<file path="src/rtl/fetch_ctrl.sv">
// fetch_ctrl: fetch-stage sequencer arbitrating exceptions, branches, load-use hazards and imem waits.
module fetch_ctrl #(
  parameter int               DBITS        = 32,
  parameter logic [DBITS-1:0] EXC_VECTOR   = 'h40,
  parameter int               BOOT_CYCLES  = 4,
  parameter int               HAZ_CYCLES   = 1,
  parameter int               IMEM_TIMEOUT = 255
) (
  input  logic             CLK,
  input  logic             RESETN,
  input  logic             BR_TAKEN,
  input  logic [DBITS-1:0] BR_TARGET,
  input  logic             EXC,
  input  logic             LD_USE_HAZ,
  input  logic             IMEM_VALID,
  input  logic             CNT_CLR,
  output logic             PC_JMP,
  output logic [DBITS-1:0] PC_TARGET,
  output logic             PC_STALL,
  output logic             FLUSH_IF,
  output logic             FLUSH_ID,
  output logic             BUBBLE_EX,
  output logic [15:0]      STALL_CNT,
  output logic             ERR,
  output logic [2:0]       STATE
);
  typedef enum logic [2:0] {BOOT = 3'd0, RUN = 3'd1, HAZ = 3'd2, IMWAIT = 3'd3, REDIRECT = 3'd4} state_t;
  localparam logic [7:0] BOOT_LAST = 8'(BOOT_CYCLES - 1);
  localparam logic [7:0] HAZ_LAST  = 8'(HAZ_CYCLES - 1);
  localparam logic [7:0] TIMEOUT   = 8'(IMEM_TIMEOUT);
  state_t     state, state_nxt;
  logic [7:0] cnt, cnt_nxt;
  logic       err_set, redirect;
  assign STATE = state;
  always_ff @(posedge CLK or negedge RESETN) begin
    if (!RESETN) begin
      state     <= BOOT;
      cnt       <= '0;
      ERR       <= 1'b0;
      STALL_CNT <= '0;
    end else begin
      state     <= state_nxt;
      cnt       <= cnt_nxt;
      ERR       <= ERR | err_set;
      STALL_CNT <= CNT_CLR ? '0 : (PC_STALL && state != BOOT && STALL_CNT != 16'hFFFF) ? STALL_CNT + 16'd1 : STALL_CNT;
    end
  end
  // One shared counter: boot cycles, hazard cycles, or consecutive imem wait cycles.
  always_comb begin
    state_nxt = state;
    cnt_nxt   = cnt;
    PC_JMP    = 1'b0;
    PC_TARGET = '0;
    PC_STALL  = 1'b0;
    FLUSH_IF  = 1'b0;
    FLUSH_ID  = 1'b0;
    BUBBLE_EX = 1'b0;
    err_set   = 1'b0;
    redirect  = state != BOOT && (EXC || (BR_TAKEN && state != REDIRECT));
    if (state == BOOT) begin
      PC_STALL  = 1'b1;
      state_nxt = cnt == BOOT_LAST ? RUN : BOOT;
      cnt_nxt   = cnt == BOOT_LAST ? 8'd0 : cnt + 8'd1;
    end else if (redirect) begin
      PC_JMP    = 1'b1;
      PC_TARGET = EXC ? EXC_VECTOR : BR_TARGET;
      FLUSH_IF  = 1'b1;
      FLUSH_ID  = 1'b1;
      state_nxt = REDIRECT;
      cnt_nxt   = '0;
    end else if (state == REDIRECT) begin
      FLUSH_IF  = 1'b1;
      state_nxt = RUN;
    end else if (state == HAZ) begin
      PC_STALL  = 1'b1;
      BUBBLE_EX = 1'b1;
      state_nxt = cnt >= HAZ_LAST ? RUN : HAZ;
      cnt_nxt   = cnt >= HAZ_LAST ? 8'd0 : cnt + 8'd1;
    end else if (LD_USE_HAZ) begin
      PC_STALL  = 1'b1;
      BUBBLE_EX = 1'b1;
      state_nxt = HAZ_CYCLES > 1 ? HAZ : RUN;
      cnt_nxt   = HAZ_CYCLES > 1 ? 8'd1 : 8'd0;
    end else if (!IMEM_VALID) begin
      PC_STALL  = 1'b1;
      FLUSH_IF  = 1'b1;
      state_nxt = IMWAIT;
      cnt_nxt   = state != IMWAIT ? 8'd1 : cnt == 8'hFF ? cnt : cnt + 8'd1;
      err_set   = cnt_nxt == TIMEOUT;
    end else begin
      state_nxt = RUN;
      cnt_nxt   = '0;
    end
  end
endmodule
</file>
<file path="config.mk">
export PLATFORM = sky130hd
export DESIGN_NAME = fetch_ctrl
export DESIGN_NICKNAME = d
export VERILOG_FILES = /design/src/rtl/fetch_ctrl.sv
export SDC_FILE = /design/constraint.sdc
export NUM_CORES = 1
export LEC_CHECK = 0
export CAP_MARGIN = 30
export CORE_MARGIN = 4
export CORE_UTILIZATION = 30
export DETAILED_ROUTE_END_ITERATION = 6
export DONT_BUFFER_PORTS = 1
export SLEW_MARGIN = 15
export SYNTH_ARGS = -nofsm -noshare
export SYNTH_HDL_FRONTEND = slang
export SYNTH_SLANG_ARGS = --single-unit
</file>
<file path="constraint.sdc">
create_clock -name CLK -period 3.3 [get_ports CLK]
set_input_delay 0.165 -clock CLK [delete_from_list [all_inputs] [get_ports CLK]]
set_output_delay 0.165 -clock CLK [all_outputs]
set_load 0.03 [all_outputs]
</file>
==> results of run 1 <==
==> cells in the final DEF, fill, tap and decap left out, types with 3 or more instances in the layout <==
cell type	instances
and3_1	34
dfrtp_1	28
nor2_1	18
a21oi_1	12
nand3_1	11
nor2b_1	9
nand2_1	8
o31ai_1	7
inv_1	6
o21ai_0	6
or4_1	6
buf_4	6
mux2_1	5
o21a_1	4
nand4_1	4
a31oi_1	4
or3_1	4
nor3_1	3
and2_1	3
o41ai_1	3
o21bai_1	3
nor4_1	3
clkbuf_8	3
==> synth_stat cells, types with 3 or more instances <==
cell,instances
and3_1,34
nand4_1,4
nor3_1,3
o21a_1,4
nor2_1,18
nand2_1,8
o21ai_0,6
or4_1,6
and2_1,3
buf_2,5
dfrtp_1,28
nand3_1,11
o21bai_1,3
o31ai_1,7
o41ai_1,3
clkbuf_1,9
nor2b_1,9
nor4_1,3
a31oi_1,4
inv_1,6
a21oi_1,12
or3_1,4
mux2_1,5
==> cell families after synthesis <==
kind of cell	synth area share, %
xor+xnor	0.4165
flops	33.31
buf+inv	5.651
mux	3.688
fa+ha+maj	1.190
compound gates	18.80
simple gates	36.94
==> registers in the layout, summed over array words and instances (netlist names) <==
| signal | cells |
|---|---|
| STALL_CNT | 16 |
| ERR | 1 |
| cnt | 8 |
| STATE | 3 |
==> per-layer routing <==
metal	routed length (µm)	global-route usage (%)
met1	2721	18.46
met5	0	0
met4	34	2.228
met3	269	3.363
met2	2545	18.38
==> worst min path at each step <==
| stage | start | end | slack (ns) | cells past startpoint |
|---|---|---|---|---|
| floorplan | RESETN | ERR | -0.13 | 0 |
| global placement | RESETN | STALL_CNT[6] | -0.13 | 0 |
| detailed placement | RESETN | STALL_CNT[7] | -0.13 | 0 |
| CTS | EXC | STATE[1] | 0.07 | 2 |
| global route | EXC | STATE[1] | 0.06 | 2 |
| finish | EXC | STATE[1] | 0.09 | 2 |
==> final cells by class <==
| type | count | area share, % |
|---|---|---|
| repair buffers | 9 | 3.726 |
| well taps | 96 | 5.260 |
| clock buffers | 3 | 1.808 |
| flip-flops and latches | 28 | 30.68 |
| clock inverters | 1 | 1.315 |
| inverters | 6 | 0.9863 |
| multi-input cells | 189 | 56.22 |
==> worst max-delay path, delay by kind of cell (launching register included) <==
kind | cells | cell delay, ns
AO/OA/AOI/OAI | 1 | 0.30
multiplexers | 1 | 0.35
flip-flops | 1 | 0.59
AND/OR/NAND/NOR | 3 | 1.21
==> stage by stage <==
stage / hold slack, ns / worst slack (ns) / cells / util, %
after detailed placement: -0.1296 / 0.7739 / 325 / 31.97
after CTS: 0.07020 / 0.7459 / 332 / 33.61
final: 0.08797 / 0.7404 / 332 / 33.61
after global routing: 0.06333 / 0.5871 / 332 / 33.61
after global placement: -0.1297 / 0.7522 / 325 / 31.97
after floorplan: -0.1306 / 1.155 / 241 / -
==> power breakdown <==
group | total (µW) | internal [µW] | switching (µW)
clock network | 277 | 163 | 115
registers | 444 | 371 | 73.3
logic | 561 | 181 | 380
total | 1280 | 714 | 568
==> timing repair <==
item,in CTS,in global routing
hold buffers,3,0
setup endpoints to repair,0,0
hold endpoints to repair,38,0
==> impl_metrics.yaml, run 1 <==
logic_synthesis:
  synth_cells: 241
  syn_nets: 282
  ys_ff_latch: 28
  ys_warn_count: 0
  syn_avg_cell_area_um2: 8.727
  ys.flop_type: "dfrtp_1"
  synth_top_area_share_pct: 33.31
  synthesis.area_um2: 2103
  synth-seq-area-share_pct: 33.31
  synth_area_leaders: "dfrtp_1, and3_1, nor2_1"
  synthArstFlopShare_pct: 100.0
  synth_area_leader_cell: "dfrtp_1"
  synth.distinct_cells: 58
  synth_edf_count: 0
worst_setup_path:
  crit_chain: "o21a_4 > nor2_1 > nand4b_2 > nor4_1 > mux2_1"
  critical_path_required_ns: 3.48
  reg2reg_to: "STALL_CNT[12]"
  crit_path_max_incr_delay_ns: 0.59
  worstSetupEndpoint: "STALL_CNT[12]"
  slowest_stage: "dfrtp_1"
  critPathMaxFanout: 24
  crit_type: "reg -> reg"
  crit_start: "STATE[0]"
  arrival_ns: 2.74
  rrSetupSlack_ns: 0.74
  critPathLaunchType: "flip-flop"
  reg2regPathDepth: 5
  r2r-start: "STATE[0]"
  crit_path_end_kind: "flip-flop"
drt:
  num_vias: 1864
  initialDrtViolationCount: 136
  ant_nets: 0
  vias_per_cell: 5.614
  dr.pass1.iters: 4
  drc: 0
  routed_wl_um: 5570
  drt-wirelength-per-cell_um: 16.78
layout:
  multi_input_area_um2: 1284
  num-nets-final: 278
  final_layout_size_suffix_gt1_share_pct: 11.44
  seqCellArea_um2: 700.7
  syn_to_final_growth_pct: 8.566
  n_antenna_cell: 0
  design_area_um2: 2283
  nFillCells: 698
clocking:
  root_buffer: "clkbuf_8"
  cts_tree: "yes"
  worst_skew_pair.late_latency_ns: 0.28
  cts_buffer_depth: 2
  cts_buffers: 3
  cts_repair_resize_count: 0
  cts_setup_buffers: 0
  clkTransAtPathRegs_ns: 0.10
  cts.sinks: 28
  htreeDepth: 1
sta:
  tightestPinTransition_ns: 0.6535
  fin_crit_sh_pct: 77.56
  slew_headroom_pct: 56.27
  maxSlewViolCount: 0
  clock_skew_ns: 0.005622
  setup_violations: 0
  fmax_ghz: 0.3907
  fin_crit_ns: 2.560
  grt_setup_unrepaired: "no"
  tns_ns: 0
  finalHoldViolations: 0
power_and_ir_drop:
  p_total_uw: 1282
  p_per_area_nw_per_um2: 561.6
  vdd_drop_max_v: 0.0003276
  cellLeakagePower_uw: 0.0009632
floorplanning:
  rows: 30
  die-area_um2: 8414
  die-height_um: 91.73
  fp.dieW_um: 91.73
  start_util_pct: 30.96
  ios: 96
  fp.coreArea_um2: 6794
run:
  drv_cap: 0
grt:
  grtUsageTotal_pct: 12.51
  grt_pass1_vias: 1659
  overflow: 0
  grt_pass1_wl_um: 8721
  grt_max_degree: 35
  grt_antenna_before_repair: 0
placed_design:
  hpwlAfterDp_um: 4044
  port_buffers: 0
  gp_congestion: 0.7324
  placed_cell_area_um2: 2172
worst_hold_path:
  holdCritPathClass: "in -> reg"
outcome:
  outcome: "finished clean"
No activity file was read; power rests on OpenSTA's default activity.
==> run 2: changes to the inputs <==
==> constraint.sdc (replaced) <==
create_clock -name CLK -period 2.53 [get_ports CLK]
set_input_delay 0.1265 -clock CLK [delete_from_list [all_inputs] [get_ports CLK]]
set_output_delay 0.1265 -clock CLK [all_outputs]
set_load 0.03 [all_outputs]
==> run 2 against run 1 <==
  * Utilization up 0.99 points
  * Register-to-register slack worse by 0.49 ns
  * Count of clock-buffer cells in the layout unchanged
  * Worst setup slack worse by 0.49 ns
  * Largest power group unchanged
  * Highest routed layer unchanged
==> impl_metrics.yaml, run 2 (synthesis gave the netlist of run 1 again) <==
sta:
  maxSlewViolCount: 0
  fmax_ghz: 0.4389
  grt_setup_unrepaired: "no"
  fin_crit_sh_pct: 90.05
  finalHoldViolations: 0
  slew_headroom_pct: 61.10
  setup_violations: 0
  whs_ns: 0.04571
  clock_skew_ns: 0.004056
  tns_ns: 0
  fin_crit_ns: 2.278
  tightestPinTransition_ns: 0.5814
placed_design:
  port_buffers: 0
  gp_congestion: 0.7293
  hpwlAfterDp_um: 4180
floorplanning:
  ios: 96
  start_util_pct: 30.96
  die-area_um2: 8414
  fp.dieW_um: 91.73
  rows: 30
  fp.coreArea_um2: 6794
  die-height_um: 91.73
clocking:
  cts_buffer_depth: 2
  clkTransAtPathRegs_ns: 0.10
  hold_buffers: 3
  cts_repair_resize_count: 0
  cts.sinks: 28
  worst_skew_pair.late_latency_ns: 0.28
  cts_tree: "yes"
  cts_buffers: 3
  cts_setup_buffers: 0
  root_buffer: "clkbuf_8"
  htreeDepth: 1
power_and_ir_drop:
  cellLeakagePower_uw: 0.001011
  vdd_drop_max_v: 0.0003599
  p_per_area_nw_per_um2: 718.2
worst_setup_path:
  crit_start: "cnt[0]"
  worstSetupEndpoint: "cnt[7]"
  slowest_stage: "or4b_1"
  crit_family: "compound AO/OA/AOI/OAI gates"
  critical_path_required_ns: 2.69
  reg2reg_to: "cnt[7]"
  crit_path_end_kind: "flip-flop"
  critPathLaunchType: "flip-flop"
  crit_path_max_incr_delay_ns: 0.49
  cp.depth: 6
  r2r-start: "cnt[0]"
  crit_type: "reg -> reg"
  rrSetupSlack_ns: 0.25
  critPathMaxFanout: 10
  crit_buf_inv: 0
  arrival_ns: 2.43
  reg2regPathDepth: 6
  crit_chain: "ha_1 > or4b_1 > o41ai_2 > o311a_2 > o21bai_1 > a31oi_1"
layout:
  final_layout_size_suffix_gt1_share_pct: 14.69
  largest_reg_flops: 16
  num-nets-final: 287
  syn_to_final_growth_pct: 11.78
  regMostFlops: "STALL_CNT"
  final_cell_mix: "and3_1, dfrtp_1, nor2_1"
  nFillCells: 686
  layout.cells.most_common: "and3_1"
  final_util_pct: 34.60
  n_antenna_cell: 0
drt:
  vias_per_cell: 5.663
  dr_wl_met2_um: 2692
  drc: 0
  drt-wirelength-per-cell_um: 16.58
  dr.pass1.iters: 4
  initialDrtViolationCount: 110
  ant_nets: 0
  routed_wl_um: 5653
  route.met3.wl_um: 349
  route.layer.met1.wl_um: 2603
  num_vias: 1931
  top_layer: "met4"
run:
  drv_cap: 0
grt:
  grt_max_degree: 35
  overflow: 0
  grt_pass1_wl_um: 8921
  grt_pass1_vias: 1714
  grt_antenna_before_repair: 0
  grtUsageTotal_pct: 12.70
outcome:
  outcome: "finished clean"
worst_hold_path:
  min_from: "EXC"
  holdCritPathClass: "in -> reg"
  holdPathStages: 2
==> run 2: changes by cell type in the layout (fill, tap and decap cells not counted) <==
cell and delta:
buf_4 +9
==> run 2: cell type report <==
cell class,instances,area [µm²],share of cell area [%]
Multi-Input combinational cell,189,1284,54.60
Sequential cell,28,700.7,29.80
Timing Repair Buffer,18,152.6,6.493
Tap cell,96,120.1,5.109
Clock buffer,3,41.29,1.756
Clock inverter,1,30.03,1.277
Inverter,6,22.52,0.9580
==> run 2: routing by layer <==
layer	vias to the layer above	track usage [%]
met3	2	3.774
met2	57	18.56
met1	951	18.80
met4	0	1.733
li1	921	-
met5	-	0
==> run 2: how the worst min path moves through the flow <==
stage                              end
after floorplan                    ERR
after global placement    STALL_CNT[4]
after detailed placement  STALL_CNT[7]
after CTS                     STATE[1]
after global routing          STATE[1]
final                         STATE[1]
==> run 2: power breakdown <==
part	total, µW	switching, µW	leakage, µW	internal [µW]
clock network	361	149	0.0000357	212
registers	537	51.9	0.000380	485
logic	791	540	0.000595	251
==> run 2: metrics by stage <==
stage	total power (µW)	worst slack, ns	instances	area, µm²
floorplan	1182	0.3850	241	2103
CTS	1708	0.2779	341	2351
finish	1688	0.2518	341	2351
detailed placement	1319	0.3193	334	2240
global route	1792	0.1279	341	2351
global placement	1302	0.3403	334	2240
